[src/rtl/leitor_matricula.sv]
// leitor_matricula: collects six hex plate digits and presents them as one plate.
//   Clk, Rst_n        clock, asynchronous active-low reset
//   Digito/DigitoVal  incoming digit and its single-cycle strobe
//   Limpar            synchronous cancel of the entry in progress
//   Ack               validator has consumed the presented plate
//   A..F              presented plate (A first digit), updated only on completion
//   MatrPronta        plate on A..F awaiting Ack
//   Ocupado           digits are currently dropped (state decode)
//   Erro              one-cycle pulse on inter-digit timeout
//   DigitosRec        digits collected so far (0-6)
module leitor_matricula #(
  parameter int unsigned TIMEOUT = 1000,
  parameter int unsigned TW      = 10
) (
  input  logic       Clk,
  input  logic       Rst_n,
  input  logic [3:0] Digito,
  input  logic       DigitoVal,
  input  logic       Limpar,
  input  logic       Ack,
  output logic [3:0] A,
  output logic [3:0] B,
  output logic [3:0] C,
  output logic [3:0] D,
  output logic [3:0] E,
  output logic [3:0] F,
  output logic       MatrPronta,
  output logic       Ocupado,
  output logic       Erro,
  output logic [2:0] DigitosRec
);

  localparam int unsigned DW    = 4;
  localparam int unsigned CW    = 3;
  localparam int unsigned NSLOT = 6;

  localparam logic [TW-1:0] TMO_LAST  = TW'(TIMEOUT - 1);
  localparam logic [CW-1:0] LAST_SLOT = CW'(NSLOT - 1);

  typedef enum logic [1:0] {
    IDLE    = 2'd0,
    RECOLHA = 2'd1,
    PRONTA  = 2'd2,
    ERRO    = 2'd3
  } state_t;

  state_t                       state_q, state_d;
  logic [NSLOT-1:0][DW-1:0]     buf_q, buf_d;
  logic [NSLOT-1:0][DW-1:0]     plate_q, plate_d;
  logic [CW-1:0]                cnt_q, cnt_d;
  logic [TW-1:0]                tmr_q, tmr_d;
  logic                         pronta_q, pronta_d;
  logic                         erro_q, erro_d;

  // State and datapath registers
  always_ff @(posedge Clk or negedge Rst_n) begin
    if (!Rst_n) begin
      state_q  <= IDLE;
      buf_q    <= '0;
      plate_q  <= '0;
      cnt_q    <= '0;
      tmr_q    <= '0;
      pronta_q <= 1'b0;
      erro_q   <= 1'b0;
    end else begin
      state_q  <= state_d;
      buf_q    <= buf_d;
      plate_q  <= plate_d;
      cnt_q    <= cnt_d;
      tmr_q    <= tmr_d;
      pronta_q <= pronta_d;
      erro_q   <= erro_d;
    end
  end

  // Next-state and registered-output logic; Limpar overrides everything
  always_comb begin
    state_d  = state_q;
    buf_d    = buf_q;
    plate_d  = plate_q;
    cnt_d    = cnt_q;
    tmr_d    = tmr_q;
    pronta_d = 1'b0;
    erro_d   = 1'b0;

    if (Limpar) begin
      state_d = IDLE;
      cnt_d   = '0;
      tmr_d   = '0;
    end else begin
      unique case (state_q)
        IDLE: begin
          if (DigitoVal) begin
            buf_d[0] = Digito;
            cnt_d    = CW'(1);
            tmr_d    = '0;
            state_d  = RECOLHA;
          end
        end
        RECOLHA: begin
          if (DigitoVal) begin
            buf_d[cnt_q] = Digito;
            cnt_d        = cnt_q + CW'(1);
            tmr_d        = '0;
            // Sixth digit: publish the whole buffer including this digit
            if (cnt_q == LAST_SLOT) begin
              plate_d  = buf_d;
              pronta_d = 1'b1;
              state_d  = PRONTA;
            end
          end else if (tmr_q == TMO_LAST) begin
            buf_d   = '0;
            cnt_d   = '0;
            tmr_d   = '0;
            erro_d  = 1'b1;
            state_d = ERRO;
          end else begin
            tmr_d = tmr_q + TW'(1);
          end
        end
        PRONTA: begin
          pronta_d = 1'b1;
          if (Ack) begin
            pronta_d = 1'b0;
            cnt_d    = '0;
            state_d  = IDLE;
          end
        end
        ERRO: begin
          state_d = IDLE;
        end
        default: begin
          state_d = IDLE;
        end
      endcase
    end
  end

  assign A          = plate_q[0];
  assign B          = plate_q[1];
  assign C          = plate_q[2];
  assign D          = plate_q[3];
  assign E          = plate_q[4];
  assign F          = plate_q[5];
  assign MatrPronta = pronta_q;
  assign Erro       = erro_q;
  assign DigitosRec = cnt_q;
  assign Ocupado    = (state_q == PRONTA) || (state_q == ERRO);

endmodule

[config.mk]
export PLATFORM = sky130hd
export DESIGN_NAME = leitor_matricula
export DESIGN_NICKNAME = d
export VERILOG_FILES = /design/src/rtl/leitor_matricula.sv
export SDC_FILE = /design/constraint.sdc
export NUM_CORES = 1
export LEC_CHECK = 0
export CAP_MARGIN = 20
export CORE_MARGIN = 3
export CORE_UTILIZATION = 59
export DETAILED_ROUTE_END_ITERATION = 16
export GPL_TIMING_DRIVEN = 0
export PLACE_DENSITY = 0.85
export SYNTH_ARGS = -nofsm -noshare
export SYNTH_HDL_FRONTEND = slang
export SYNTH_SLANG_ARGS = --single-unit
[constraint.sdc]
create_clock -name Clk -period 5.7 [get_ports Clk]
set_input_delay 1.14 -clock Clk [delete_from_list [all_inputs] [get_ports Clk]]
set_output_delay 1.14 -clock Clk [all_outputs]
set_load 0.1 [all_outputs]
Yosys cells after proc, flatten, opt, wreduce, memory -nomap -nowiden --
Index checks and enable logic that the tools add are counted.
Storage, ports and cells: register bits 65
Operators by class: reduce and logical (&&, ||, !) cells 13, add/subtract/negate cells 2, order comparisons 2, mux-type cells 34, equal/unequal tests 11, bitwise gates (word level) 1
Operators with widths (count):
- $mux W24 | 2
- $mux W10 | 4
- $bwmux W24 | 1
- $pmux W10 S2 | 1
- $reduce_and A4 Y1 | 4
- $mux W3 | 5
- $demux W4 S3 | 1
- $mux W2 | 6
- $add A10 B1 Y10 const B | 1
- $eq A10 B10 Y1 const B | 1
- $ne A3 B3 Y1 const B | 3
- $pmux W3 S3 | 1
- $mux W1 | 8
- $mux W4 | 2
- $ne A4 B4 Y1 const B | 2
- $pmux W2 S4 | 1
- $pmux W4 S2 | 1
- $eq A2 B2 Y1 const B | 2
- $lt A3 B4 Y1 const B | 1
- $reduce_bool A2 Y1 | 2
- $reduce_bool A4 Y1 | 1
- $add A3 B1 Y3 const B | 1
- $eq A3 B3 Y1 const B | 1
- $ge A3 B1 Y1 const B | 1
- other kinds (10) | 10

Logic depth before layout (Yosys ltp) --
Gate-level depths: netlist of the first run.
depth after elaboration 7, gate-level depth with buffers 10

Least setup slack after synthesis of the first run --
No wires, ideal clock.
path type input -> register, from input DigitoVal, to register tmr_q[6], required time 5.618 ns, buffers on the path 1, library setup time 0.082 ns, cell stages on the path 6, data arrival time 2.355 ns, path slack 3.263 ns, path through buf_2 > or3b_1 > a311o_1 > nor2_1 > nor2_1 > a31oi_1
Between the ends: cells in the longest elaborated chain, start to end 3, elaborated cells between the ends (all ways) 5
RTL lines:
- start: declaration | RTL line 18 | input logic DigitoVal,
- $mux W10 | RTL line 101 | if (DigitoVal) begin
- $pmux W10 S2 | RTL line 91 | unique case (state_q)
- $mux W10 | RTL line 86 | if (Limpar) begin
- end signal: assignment | RTL line 70 | tmr_q <= tmr_d;
- end: declaration | RTL line 51 | logic [TW-1:0] tmr_q, tmr_d;
Several ways; a longest one is shown, not always the timed one. A chain may end at the register's enable or synchronous reset.

Final worst setup path of the first run --
from register state_q[0], to output Ocupado
Between the ends: cells in the longest elaborated chain, start to end 2, elaborated cells between the ends (all ways) 3
RTL lines:
- start: declaration | RTL line 47 | state_t state_q, state_d;
- start signal: assignment | RTL line 66 | state_q <= state_d;
- $eq A2 B2 Y1 | RTL line 148 | assign Ocupado = (state_q == PRONTA) || (state_q == ERRO);
- $logic_or A1 B1 Y1 * | RTL line 148
- end: declaration | RTL line 28 | output logic Ocupado,
Mark *: on every way between the ends. The rest lies on a longest branch, timed or not.

==> results of run 1 <==
==> power groups by stage <==
stage          clock, W  combinational [W]  sequential (W)
4_1_cts        0.000441           0.000307        0.000528
6_report       0.000439           0.000308        0.000530
2_1_floorplan         0           0.000202        0.000555
5_1_grt        0.000465           0.000337        0.000533
3_3_place_gp          0           0.000295        0.000532
3_5_place_dp          0           0.000301        0.000535
==> worst register-to-register path: stages (launching register included) <==
cell	delay, ns
sky130_fd_sc_hd__dfrtp_1	0.42
sky130_fd_sc_hd__inv_1	0.10
sky130_fd_sc_hd__ha_1	0.16
sky130_fd_sc_hd__clkbuf_2	0.20
sky130_fd_sc_hd__nand2_1	0.13
sky130_fd_sc_hd__nor2_1	0.45
sky130_fd_sc_hd__nand3_1	0.21
sky130_fd_sc_hd__clkbuf_1	0.26
sky130_fd_sc_hd__clkbuf_1	0.33
sky130_fd_sc_hd__nand2_1	0.13
sky130_fd_sc_hd__o21ai_0	0.10
==> per-layer routing <==
| metal | GRT usage (%) | wire [um] | up-vias |
|---|---|---|---|
| met1 | 34.78 | 3198 | 1202 |
| met3 | 6.349 | 469 | 11 |
| met2 | 40.15 | 3464 | 94 |
| li1 | - | - | 1177 |
| met4 | 11.01 | 118 | 0 |
| met5 | 0 | 0 | - |
==> how the worst max path moves through the flow <==
stage | to
floorplan | tmr_q[6]
global placement | buf_q[14]
detailed placement | B[3]
global route | Ocupado
CTS | Ocupado
finish | Ocupado
==> area by class of cell <==
cell class	count	area, sq um
clock buffer	11	141.4
clock inverter	5	78.83
inverter	8	30.03
timing repair buffer	37	367.9
sequential	65	1627
buffer	15	60.06
multi-input combinational	211	1401
tap	67	83.83
fill	343	1121
==> state kept, by name, indices dropped and copies added (netlist names) <==
signal	cells
buf_q	24
tmr_q	10
A	4
B	4
C	4
D	4
E	4
F	4
DigitosRec	3
state_q	2
Erro	1
MatrPronta	1
==> cell families after synthesis <==
kind of cell | count (synthesis) | synth area share [%]
fa+ha+maj | 7 | 2.809
buf+inv | 23 | 2.889
xor+xnor | 2 | 0.5619
compound gates | 86 | 18.38
simple gates | 90 | 14.81
flops | 65 | 52.17
mux | 26 | 8.387
==> metrics by stage <==
stage | cell area [sq um] | setup slack, ns
after floorplan | 3118 | 3.263
after global placement | 3572 | 1.423
after detailed placement | 3570 | 2.543
after CTS | 3790 | 2.218
after global routing | 3790 | 2.157
final | 3790 | 2.218
==> Yosys cell counts (all sizes together), types with 4 or more instances <==
| cell | number | area, sq um |
|---|---|---|
| nand2 | 41 | 153.9 |
| nor2 | 16 | 60.06 |
| a21oi | 7 | 35.03 |
| inv | 8 | 30.03 |
| dfrtp | 65 | 1627 |
| a22o | 25 | 219.0 |
| ha | 7 | 87.58 |
| mux2i | 25 | 250.2 |
| and2 | 4 | 26.28 |
| clkbuf | 13 | 50.04 |
| o21ai | 37 | 185.2 |
| a31oi | 5 | 31.28 |
| nand3 | 6 | 42.54 |
==> cell usage in the layout (no fill, tap or decap), types with 2 or more instances in the layout <==
cell                              synthesis  routed
sky130_fd_sc_hd__a21o_1                   2       2
sky130_fd_sc_hd__a21oi_1                  7       7
sky130_fd_sc_hd__a22o_1                  25      25
sky130_fd_sc_hd__a31oi_1                  5       5
sky130_fd_sc_hd__and2_1                   3       3
sky130_fd_sc_hd__and3_1                   3       3
sky130_fd_sc_hd__buf_2                    2       2
sky130_fd_sc_hd__bufinv_16                0       2
sky130_fd_sc_hd__clkbuf_1                12      13
sky130_fd_sc_hd__clkbuf_8                 0      10
sky130_fd_sc_hd__clkdlybuf4s50_1          0      36
sky130_fd_sc_hd__clkinv_2                 0       2
sky130_fd_sc_hd__dfrtp_1                 65      65
sky130_fd_sc_hd__ha_1                     7       7
sky130_fd_sc_hd__inv_1                    8       8
sky130_fd_sc_hd__mux2i_1                 25      25
sky130_fd_sc_hd__nand2_1                 41      41
sky130_fd_sc_hd__nand2b_1                 3       3
sky130_fd_sc_hd__nand3_1                  5       5
sky130_fd_sc_hd__nor2_1                  16      16
sky130_fd_sc_hd__nor2b_1                  2       2
sky130_fd_sc_hd__nor3_2                   3       3
sky130_fd_sc_hd__o21ai_0                 37      37
sky130_fd_sc_hd__or2_2                    2       2
sky130_fd_sc_hd__or3_1                    2       2
sky130_fd_sc_hd__xnor2_1                  2       2
==> metrics.log, run 1 <==
[metrics] run status: finished clean
[metrics] worst endpoint required time: 4.56 ns
[metrics] slowest library cell on the worst path: sky130_fd_sc_hd__clkdlybuf4s50_1
[metrics] total power density per cell area: 336.8 mW/mm^2
[metrics] warnings from Yosys: 0
[metrics] diode insertion count for antenna repair: 0
[metrics] mean instance size in the synthesized netlist: 10.43 sq um
[metrics] number of standard-cell rows in the floorplan: 25
[metrics] share of flip-flops with an asynchronous set or reset after synthesis: 100.0%
[metrics] aggregate routed wire length: 7250 um
[metrics] final period demand of the worst path: between 3 and 4 ns
[metrics] launch point of the worst hold path: D[2]
[metrics] Iter 0 DRT Violations: approximately 200
[metrics] starting density of the core: between 60 and 70%
[metrics] fraction of final layout cells sized beyond drive strength 1: under 10%
[metrics] launching instance or port of the critical path: state_q[0]
[metrics] Worst Tran Pin Value: about 1 ns
[metrics] vertical extent of the die: 78.70 um
[metrics] final core area utilization: approximately 77%
[metrics] combinational group share of total power: between 20 and 25%
[metrics] H-tree lvl count: 3
[metrics] Clk pin slew, worst setup/hold paths: about 0.07 ns
[metrics] number of cells after detailed placement: just over 400
[metrics] setup clock skew after layout: 0.006756 ns
[metrics] area enclosed by the die boundary: 0.006193 sq mm
[metrics] number of buffers added to fix hold violations after cts: 0
[metrics] Final Setup Violations: 0
[metrics] relative contribution of sequential cells to total power: between 40% and 50%
[metrics] DR vias/cell: slightly below 6
[metrics] Max Cap Viol: 0
[metrics] Setup crit end kind: output port
[metrics] Synth Net Count: 315
[metrics] global route total overflow: 0
[metrics] largest net degree at the start of global routing: between 60 and 70
[metrics] overall power: about 0.0013 W
[metrics] post-detailed-route wirelength per cell: roughly 17 um
[metrics] post-route setup TNS: 0 ns
[metrics] remaining design rule violation count: 0
[metrics] setup slack of the worst register-to-register path: roughly 3 ns
[metrics] number of enable flip-flop cells after synthesis: 0
[metrics] arrival time at the worst endpoint: between 2 and 2.5 ns
[metrics] Layout Cells excl Fill: roughly 420
[metrics] worst stage delay on the critical path: a little under 1 ns
[metrics] post-route clock period utilization: 61.09%
[metrics] crit path launch type: flop
[metrics] Worst Path Buf+Inv: 2
[metrics] x dimension of the die: slightly below 80 um
[metrics] Max Freq: around 290 MHz
[metrics] depth of the most critical reg-to-reg path: 10
[metrics] Post CTS Setup Buffer Count: 0
[metrics] share of the yosys chip area belonging to registers: a little over half
[metrics] maximum root-to-sink buffer count: 2
[metrics] count of cells along the worst hold path: 2
[metrics] startpoint-to-endpoint class of the critical path: flop to output port
[metrics] internal power: about 0.00087 W
[metrics] count of antenna-violating nets left after detailed routing: 0
[metrics] class of the tightest hold or removal check: flop to flop
[metrics] post-synthesis register bit count: 65
[metrics] Hold EP: D[2]
[metrics] clock tree from TritonCTS: built
[metrics] Placeable Area: approximately 0.0049 sq mm
[metrics] Clk network pwr share: about 34%
[metrics] RD Place Congestion: about 0.86
[metrics] number of nets at the end of the flow: 363
[metrics] worst relative slew slack: 34.31%
[metrics] first-pass GRT wire length: ~12000 um
[metrics] Hold Slack: approximately 0.48 ns
[metrics] antenna violations before repair: 0
[metrics] HPWL after detailed placement: 4832 um
[metrics] area growth from synthesis to final layout: 21.55%
[metrics] kind of cell adding the most delay to the critical path: buffers and inverters
[metrics] count of vias placed by the detailed router: around 2500
[metrics] cell chain of the critical path: inv_1 > ha_1 > or2_2 > clkdlybuf4s50_1
[metrics] Post-Synthesis Cell Area: between 0.003 and 0.004 sq mm
[metrics] Pre-Repair DR Iteration Count: 4
[metrics] distinct cell type count of the synthesized netlist: 44
[metrics] number of port buffers: 37
[metrics] primary flip-flop cell chosen by synthesis mapping: sky130_fd_sc_hd__dfrtp_1
[metrics] Top Ports: 39
[metrics] Worst VDD drop: 0.2916 mV
[metrics] CTS sink count: 65
[metrics] CTS root buffer: sky130_fd_sc_hd__clkbuf_8
[metrics] CTS resizes: 0
[metrics] switching share of power: a little under a third
[metrics] Post-Synthesis Cells: between 200 and 300
[metrics] switching power of the nets: a little over 0.0004 W
[metrics] final hold violations: 0
[metrics] worst flop-to-flop path startpoint: state_q[1]
[metrics] gr usage total: between 20% and 30%
[metrics] total leakage power: between 1.5 and 2 nW
[metrics] number of global-route vias before repair: ~2500
[metrics] cell depth of the worst setup path: 4
[metrics] unrepaired setup endpoints after global routing: no
[metrics] CP Max Fanout: 4
[metrics] later-pin clock latency in the skew report: about 0.35 ns
[metrics] Final Max Slew Viols: 0
[metrics] Reg2Reg Capture Point: C[0]
[metrics] number of clock buffers inserted by TritonCTS: 9
(Power assumes the default switching activity.)
==> inputs of run 2 (changes only) <==
- CORE_UTILIZATION: 59 -> 50
- PLACE_DENSITY: 0.85 -> 0.77
- clock period: 5.7 -> 2.9 ns (I/O delays scaled with it)
==> run 2 against run 1 <==
Cell area shrank 1.1%. Critical path depth is the same. Setup slack lost 1.9 ns. Sequential share of layout area grew 0.46 points. Wire length shrank 8.4%. Total power grew 79%. Clock-buffer cell count shrank 2. Global-route usage shrank 5.9 points. Critical endpoint unchanged. Die area grew 17%. Core utilization shrank 15 points. Via count shrank 4.1%. Hold slack lost 0.15 ns. Largest cell class unchanged.
==> metrics.log, run 2 (synthesis results as in run 1) <==
[metrics] run status: finished clean
[metrics] largest reg by FF count: buf_q
[metrics] Max Cap Viol: 0 (unchanged)
[metrics] Reg2Reg Capture Point: C[2]
[metrics] total leakage power: 1.684 nW (-1.4%)
[metrics] maximum root-to-sink buffer count: 2 (unchanged)
[metrics] first-pass GRT wire length: 11390 um (-6.8%)
[metrics] count of antenna-violating nets left after detailed routing: 0 (unchanged)
[metrics] setup slack of the worst register-to-register path: 0.40 ns (-2.68 ns)
[metrics] Worst Tran Pin Value: 0.9734 ns (-0.008905 ns)
[metrics] internal power: 0.001504 W (+73%)
[metrics] setup clock skew after layout: 0.009483 ns (+0.002727 ns)
[metrics] combinational group share of total power: 25.7% (+1.6 points)
[metrics] number of nets at the end of the flow: 363 (unchanged)
[metrics] post-route setup TNS: 0 ns (unchanged)
[metrics] startpoint-to-endpoint class of the critical path: flop to output port
[metrics] Layout Cells excl Fill: 427 (+1.9%)
[metrics] largest net degree at the start of global routing: 66 (unchanged)
[metrics] depth of the most critical reg-to-reg path: 10 (unchanged)
[metrics] CTS root buffer: sky130_fd_sc_hd__clkbuf_8
[metrics] CTS sink count: 65 (unchanged)
[metrics] Max Freq: between 300 and 400 MHz
[metrics] Clk pin slew, worst setup/hold paths: 0.07 ns (about the same)
[metrics] gr usage total: 19.99% (-5.9 points)
[metrics] DR vias/cell: 5.581 (-5.9%)
[metrics] aggregate routed wire length: 6641 um (-8.4%)
[metrics] count of vias placed by the detailed router: 2383 (-4.1%)
[metrics] HPWL after detailed placement: 4695 um (-2.8%)
[metrics] number of standard-cell rows in the floorplan: 28 (+12%)
[metrics] Final Setup Violations: 0 (unchanged)
[metrics] Iter 0 DRT Violations: 143 (-29%)
[metrics] RD Place Congestion: 0.8530 (-0.29%)
[metrics] top library cells by usage in the layout, fill and taps aside: sky130_fd_sc_hd__dfrtp_1, sky130_fd_sc_hd__nand2_1, sky130_fd_sc_hd__o21ai_0
[metrics] area growth from synthesis to final layout: 20.26%
[metrics] overall power: 0.002284 W (+79%)
[metrics] final period demand of the worst path: between 2 and 3 ns
[metrics] worst relative slew slack: 34.90% (+0.60 points)
[metrics] class of the tightest hold or removal check: input pin to async pin
[metrics] switching share of power: 34.14% (+2.2 points)
[metrics] later-pin clock latency in the skew report: 0.34 ns (about the same)
[metrics] area enclosed by the die boundary: 0.007220 sq mm (+17%)
[metrics] arrival time at the worst endpoint: 2.03 ns (-0.31 ns)
[metrics] starting density of the core: 52.05% (-11 points)
[metrics] post-detailed-route wirelength per cell: 15.55 um (-10%)
[metrics] Pre-Repair DR Iteration Count: 4 (unchanged)
[metrics] Worst VDD drop: 0.3952 mV (+36%)
[metrics] Top Ports: 39 (unchanged)
[metrics] clock tree from TritonCTS: built
[metrics] total power density per cell area: 609.1 mW/mm^2 (+81%)
[metrics] diode insertion count for antenna repair: 0 (unchanged)
[metrics] worst endpoint required time: 2.32 ns (-2.24 ns)
[metrics] number of cells after detailed placement: 411 (+2.0%)
[metrics] leading cell type in the layout, fill and taps excluded: sky130_fd_sc_hd__dfrtp_1
[metrics] post-route clock period utilization: about nine tenths
[metrics] Final Max Slew Viols: 0 (unchanged)
[metrics] Placeable Area: 0.005991 sq mm (+22%)
[metrics] Setup crit end kind: output port
[metrics] worst flop-to-flop path startpoint: state_q[1]
[metrics] antenna violations before repair: 0 (unchanged)
[metrics] CP Max Fanout: 4 (unchanged)
[metrics] relative contribution of sequential cells to total power: 45.3% (+3.8 points)
[metrics] global route total overflow: 0 (unchanged)
[metrics] unrepaired setup endpoints after global routing: no
[metrics] flip-flop count of the largest register after layout: 24 (unchanged)
[metrics] remaining design rule violation count: 0 (unchanged)
[metrics] Post CTS Setup Buffer Count: 0 (unchanged)
[metrics] vertical extent of the die: 84.97 um (+8.0%)
[metrics] final core area utilization: 62.59% (-15 points)
[metrics] number of global-route vias before repair: 2358 (-6.3%)
[metrics] biggest regs: buf_q (24), tmr_q (10)
[metrics] H-tree lvl count: 3 (unchanged)
[metrics] Clk network pwr share: 29.1% (-5.3 points)
[metrics] final hold violations: 0 (unchanged)
[metrics] number of clock buffers inserted by TritonCTS: 9 (unchanged)
[metrics] number of port buffers: 37 (unchanged)
[metrics] crit path launch type: flop
[metrics] fraction of final layout cells sized beyond drive strength 1: 8.523% (+0.28 points)
[metrics] x dimension of the die: 84.97 um (+8.0%)
[metrics] switching power of the nets: 0.0007798 W (+91%)
[run 2: final cells by class]
| type | instances | area, sq um |
|---|---|---|
| fill | 502 | 2241 |
| buffer | 15 | 60.06 |
| sequential | 65 | 1627 |
| clock inverter | 7 | 47.55 |
| clock buffer | 9 | 123.9 |
| inverter | 8 | 30.03 |
| timing repair buffer | 37 | 366.6 |
| multi-input combinational | 211 | 1401 |
| tap | 75 | 93.84 |
[run 2: power by group through the flow]
stage / Combinational, W / Sequential [W] / Clock (W)
6_report: 0.000587 / 0.00103 / 0.000664
4_1_cts: 0.000589 / 0.00103 / 0.000683
5_1_grt: 0.000650 / 0.00105 / 0.000711
3_3_place_gp: 0.000579 / 0.00105 / 0
2_1_floorplan: 0.000397 / 0.00109 / 0
3_5_place_dp: 0.000589 / 0.00105 / 0
[run 2: timing repair]
item / CTS / global route
hold buffers: 0 / 0
gates resized for setup: 1 / 0
endpoints found under the setup margin: 1 / 0
[run 2: worst max path at each step]
stage,cells after the start,from,slack [ns],endpoint
floorplan,7,DigitosRec[1],0.55,A[3]
CTS,4,state_q[0],0.27,Ocupado
finish,4,state_q[0],0.29,Ocupado
global route,10,state_q[1],0.18,D[2]
global placement,1,Rst_n,-0.82,buf_q[12]
detailed placement,7,Limpar,0.29,C[1]
[run 2: worst max-delay path, stage by stage, from the launching register on]
cell and delay [ns]:
sky130_fd_sc_hd__dfrtp_1 0.41, sky130_fd_sc_hd__inv_1 0.10, sky130_fd_sc_hd__ha_1 0.19, sky130_fd_sc_hd__or2_2 0.13, sky130_fd_sc_hd__dlygate4sd2_1 0.85
[run 2: per-stage QoR]
stage	hold WS (ns)	worst slack, ns	cell area, sq um
after floorplan	0.2844	0.5490	3118
after global placement	0.4614	-0.8164	3582
after detailed placement	0.4693	0.2888	3580
after CTS	0.3544	0.2728	3750
after global routing	0.3900	0.1798	3750
final	0.3238	0.2922	3750
[run 2: routing by layer]
| layer | up-vias | wire length, um | global-route usage [%] |
|---|---|---|---|
| met3 | 9 | 283 | 3.301 |
| li1 | 1181 | - | - |
| met1 | 1135 | 3292 | 28.59 |
| met2 | 58 | 2958 | 30.23 |
| met4 | 0 | 106 | 8.489 |
| met5 | - | 0 | 0 |
